$ cat src/rtl/fft_mult_arb.sv
`timescale 1ns/1ps
`default_nettype none
// ============================================================================
//  Module   : fft_mult_arb
//  Purpose  : Round-robin arbiter sharing one pipelined complex multiplier
//             between N_REQ butterfly lanes, with lane tags carried to output.
//  Revision : 1.0  initial release
// ============================================================================
module fft_mult_arb #(
    parameter int N_REQ    = 2,
    parameter int D_BIT    = 17,
    parameter int W_BIT    = 12,
    parameter int MULT_LAT = 1
) (
    input  logic                     iCLK,
    input  logic                     iRESET,
    input  logic                     iCLR,
    input  logic [N_REQ-1:0]         iREQ,
    input  logic [N_REQ*D_BIT-1:0]   iRE,
    input  logic [N_REQ*D_BIT-1:0]   iIM,
    input  logic [N_REQ*W_BIT-1:0]   iW_RE,
    input  logic [N_REQ*W_BIT-1:0]   iW_IM,
    output logic [N_REQ-1:0]         oGNT,
    output logic [D_BIT-1:0]         oM_RE,
    output logic [D_BIT-1:0]         oM_IM,
    output logic [W_BIT-1:0]         oM_W_RE,
    output logic [W_BIT-1:0]         oM_W_IM,
    input  logic [D_BIT-1:0]         iM_RE,
    input  logic [D_BIT-1:0]         iM_IM,
    output logic [N_REQ-1:0]         oVAL,
    output logic [D_BIT-1:0]         oRE,
    output logic [D_BIT-1:0]         oIM
);

    localparam int PTR_W = (N_REQ > 1) ? $clog2(N_REQ) : 1;

    logic [PTR_W-1:0] ptr;
    logic [PTR_W-1:0] gnt_idx;
    logic [PTR_W-1:0] ptr_next;
    logic [N_REQ-1:0] gnt;
    logic             gnt_any;
    logic [D_BIT-1:0] sel_re;
    logic [D_BIT-1:0] sel_im;
    logic [W_BIT-1:0] sel_w_re;
    logic [W_BIT-1:0] sel_w_im;
    logic [N_REQ-1:0] tag [MULT_LAT+1];

    function automatic logic [PTR_W-1:0] wrap_add(input logic [PTR_W-1:0] base, input int off);
        int s;
        s = int'(base) + off;
        if (s >= N_REQ) s = s - N_REQ;
        return PTR_W'(s);
    endfunction

    // Search starts at the pointer and wraps, so the lane after the last winner has priority.
    always_comb begin
        gnt     = '0;
        gnt_idx = '0;
        gnt_any = 1'b0;
        for (int i = 0; i < N_REQ; i++) begin
            if (!gnt_any && iREQ[wrap_add(ptr, i)]) begin
                gnt_idx = wrap_add(ptr, i);
                gnt_any = 1'b1;
            end
        end
        if (iCLR) begin
            gnt_any = 1'b0;
        end
        if (gnt_any) begin
            gnt[gnt_idx] = 1'b1;
        end
    end

    always_comb begin
        ptr_next = (gnt_idx == PTR_W'(N_REQ - 1)) ? '0 : gnt_idx + PTR_W'(1);
        sel_re   = iRE[int'(gnt_idx)*D_BIT +: D_BIT];
        sel_im   = iIM[int'(gnt_idx)*D_BIT +: D_BIT];
        sel_w_re = iW_RE[int'(gnt_idx)*W_BIT +: W_BIT];
        sel_w_im = iW_IM[int'(gnt_idx)*W_BIT +: W_BIT];
    end

    always_ff @(posedge iCLK or posedge iRESET) begin
        if (iRESET) begin
            ptr     <= '0;
            oM_RE   <= '0;
            oM_IM   <= '0;
            oM_W_RE <= '0;
            oM_W_IM <= '0;
            for (int i = 0; i <= MULT_LAT; i++) begin
                tag[i] <= '0;
            end
        end else if (iCLR) begin
            ptr <= '0;
            for (int i = 0; i <= MULT_LAT; i++) begin
                tag[i] <= '0;
            end
        end else begin
            tag[0] <= gnt;
            for (int i = 1; i <= MULT_LAT; i++) begin
                tag[i] <= tag[i-1];
            end
            if (gnt_any) begin
                ptr     <= ptr_next;
                oM_RE   <= sel_re;
                oM_IM   <= sel_im;
                oM_W_RE <= sel_w_re;
                oM_W_IM <= sel_w_im;
            end
        end
    end

    // Grant must vanish the instant reset is raised, not at the next edge.
    assign oGNT = iRESET ? '0 : gnt;
    assign oVAL = tag[MULT_LAT];
    assign oRE  = iM_RE;
    assign oIM  = iM_IM;

endmodule
`default_nettype wire
$ cat config.mk
export PLATFORM = sky130hd
export DESIGN_NAME = fft_mult_arb
export DESIGN_NICKNAME = d
export VERILOG_FILES = /design/src/rtl/fft_mult_arb.sv
export SDC_FILE = /design/constraint.sdc
export NUM_CORES = 1
export LEC_CHECK = 0
export BUFFER_PORTS_ARGS = -buffer_cell sky130_fd_sc_hd__buf_2
export CELL_PAD_IN_SITES_DETAIL_PLACEMENT = 0
export CELL_PAD_IN_SITES_GLOBAL_PLACEMENT = 1
export CORE_ASPECT_RATIO = 0.8
export CORE_UTILIZATION = 29
export DETAILED_ROUTE_END_ITERATION = 16
export GPL_TIMING_DRIVEN = 0
export HOLD_SLACK_MARGIN = 0.08
export MAX_ROUTING_LAYER = met4
export PLACE_DENSITY = 0.93
export SYNTH_ARGS = -nofsm -noshare
export SYNTH_HDL_FRONTEND = slang
export SYNTH_SLANG_ARGS = --single-unit
$ cat constraint.sdc
create_clock -name iCLK -period 4.5 [get_ports iCLK]
set_input_delay 0.9 -clock iCLK [delete_from_list [all_inputs] [get_ports iCLK]]
set_output_delay 0.9 -clock iCLK [all_outputs]
set_load 0.02 [all_outputs]
==> summary.md <==
| Metric | Value |
|---|---|
| Outcome | `complete, no violations` |
| FMAX | `311 MHz` |
| Largest area contributor in the netlist | `dfrtp_1` |
| TritonCTS clock tree | `built` |
| Synth warnings | `0` |
| Core area | `9770 um^2` |
| RSZ-0062 raised after global routing | `no` |
| Post-Syn Area per Cell | `12.1 um^2` |
| Origin of the critical flop-to-flop path | `ptr$_DFFE_PP0P_` |
| H-tree depth | `3` |
| Crit path kind | `primary input to output pin` |
| Post-Syn Nets | `400` |
| Total clock sinks | `63` |
| Leak | `0.00245 uW` |
| Ys async rst share | `100%` |
| Fin Setup TNS | `0 ns` |
| Worst reg-to-reg setup slack | `2.81 ns` |
| Largest net degree at the start of global routing | `35` |
| Seq/Total Area, Yosys | `53.2%` |
| Initial antenna violation count | `0` |
| Port bufs | `216` |
| Worst vdd ir | `0.000168 V` |
| First-pass GRT wire length | `12800 um` |
| Final Setup Violations | `0` |
| HP Start | `tag[3]$_DFF_PP0_` |
| # DRC | `0` |
| Worst-margin pin slew | `0.706 ns` |
| Crit Reg-Reg Endpoint | `oM_W_RE[4]$_DFFE_PP0P_` |
| Worst hold path type | `flop to flop` |
| Tot Pwr | `1940 uW` |
| Number of buffers on the longest clock path | `2` |
| Register clock-pin slew on the reported worst setup and hold paths | `0.05 ns` |
| Antenna diode count | `0` |
| Dominant synthesized flop cell | `dfrtp_1` |
| Die ar. | `10600 um^2` |
| # Post-CTS Setup Buffers | `0` |
| Share of cells above drive strength 1 | `58.8%` |
| Netlist Area Pre-Place | `2960 um^2` |
| Average wire per standard cell | `13.8 um` |
| All-Layer GR Usage | `16.3%` |
| Peak per-stage delay on the critical path | `0.51 ns` |
| Clock Root Buffer | `clkbuf_16` |
| Fillers | `954` |
| Crit path DAT | `2.32 ns` |
| Hold buffers post-CTS | `0` |
| Grt ovf | `0` |
| Die span in x | `115 um` |
| Post-route clock period utilization | `71.5%` |
| Minimum clock period | `3.22 ns` |
| Slowest CP cell | `nor3b_2` |
| Max Cap Viol | `0` |
| Worst r2r path cells | `4` |
| Final Max Tran Viols | `0` |
| Final count of hold timing violations | `0` |
| P per Cell Area | `424 nW/um^2` |
| CP Launch Type | `primary input` |
| GPL Wtd Cong | `0.729` |
| Relative slew slack | `52.8%` |
| Post-cts repair resize count | `0` |
| Crit-path max FO | `10` |
| Area contributors post-synth | `dfrtp_1, a221o_1, and2_1` |
| Post-Syn Instances | `245` |
| Initial drt markers | `84` |
| Nets | `628` |
| Crit-path cells | `buf_2, nor2b_1, nor3b_2, buf_2, and2_1, buf_2` |
| Nature of the critical path endpoint | `output pin` |
| Critical path's top delay family | `simple AND/OR/NAND/NOR gates` |
| Placement Rows | `32` |
| Pre-Repair DR Iteration Count | `4` |
| Final wirelength | `8500 um` |
| Flops & latches, synth | `63` |
| Clock skew | `0.00624 ns` |
| Most frequent cells in the layout | `buf_2, dfrtp_1, a221o_1` |
| Synth cell types | `15` |
| Vias in the first global route | `2602` |
| Cts bufs inserted | `9` |
| Yosys top cell area share | `53.2%` |
| I/O pin total | `251` |
| EDFF count, synth | `0` |
| Critical Path RT | `3.60 ns` |
| Initial Util | `30.3%` |
| Most common cell on crit path | `buf_2` |
| Vias post-DR | `2720` |
| Crit path buf inv count | `3` |
| Hold Path Sink | `oVAL[1]$_DFF_PP0_` |
| Area Overhead vs Synth | `54.7%` |
| Post-detail-place hpwl | `6560 um` |
| Vias per inst | `4.43` |
| Worst-Skew Late Latency | `0.32 ns` |
| Most common cell after layout, fill and taps aside | `buf_2` |
| DIE HEIGHT | `92.4 um` |
| Detail Route Antenna Nets | `0` |
| Hold depth | `1` |
how the worst max path moves through the flow:
stage / from / end / slack (ns) / cells after the start
after floorplan: iRESET / oGNT[0] / 0.92 / 2
after global placement: iRESET / oGNT[0] / 0.27 / 4
after detailed placement: iREQ[0] / oGNT[1] / 1.21 / 6
after CTS: iREQ[0] / oGNT[1] / 1.20 / 6
after global routing: iREQ[0] / oGNT[1] / 1.13 / 6
final: iREQ[0] / oGNT[1] / 1.28 / 6
through the flow:
step	hold slack (ns)	area (um^2)	utilization, %	instances	setup slack, ns
final	0.461	4580	46.9	614	1.28
after global routing	0.479	4580	46.9	614	1.13
after CTS	0.466	4580	46.9	614	1.20
after detailed placement	0.455	4230	43.3	598	1.21
after global placement	0.441	4210	43.1	597	0.269
after floorplan	0.439	2960	-	245	0.917
logic make-up after synthesis:
group / share of synthesized area (%)
AND/OR/NAND/NOR: 13.9
flip-flops: 53.2
AO/OA/AOI/OAI: 20.3
buffers and inverters: 12.5
registers in the layout, summed over array words and instances, names as in the netlist:
register / count
oM_IM: 17
oM_RE: 17
oM_W_IM: 12
oM_W_RE: 12
oVAL: 2
tag: 2
ptr: 1
per-layer routing:
metal	part of all wire [%]	track usage, %	vias to the layer above
met4	1.2	5.52	0
met5	0	-	-
met1	45	20.8	1236
met2	46	25.4	144
li1	-	-	1330
met3	7.2	3.99	10
report_power, final:
group	switching, uW	leakage, uW	total (uW)	internal, uW
Combinational	250	0.00150	458	208
Clock	250	0.000162	806	556
Sequential	34.3	0.000782	678	643
area by class of cell:
| type | instances | area, um^2 | area share (%) |
|---|---|---|---|
| flip-flops and latches | 63 | 1580 | 34.4 |
| clock inverters | 5 | 105 | 2.29 |
| well taps | 136 | 170 | 3.71 |
| plain buffers | 55 | 368 | 8.03 |
| inverters | 1 | 3.75 | 0.0819 |
| clock buffers | 11 | 243 | 5.30 |
| repair buffers | 217 | 1100 | 24.0 |
| multi-input cells | 126 | 1010 | 22.1 |
cells in the mapped netlist, types with 2 or more instances:
master,instances
dfrtp_1,63
a221o_1,58
and2_1,54
buf_4,36
buf_2,9
clkbuf_1,8
and2_0,6
nor2b_1,3
buf_6,2
Power figures use the tool's default switching activity.
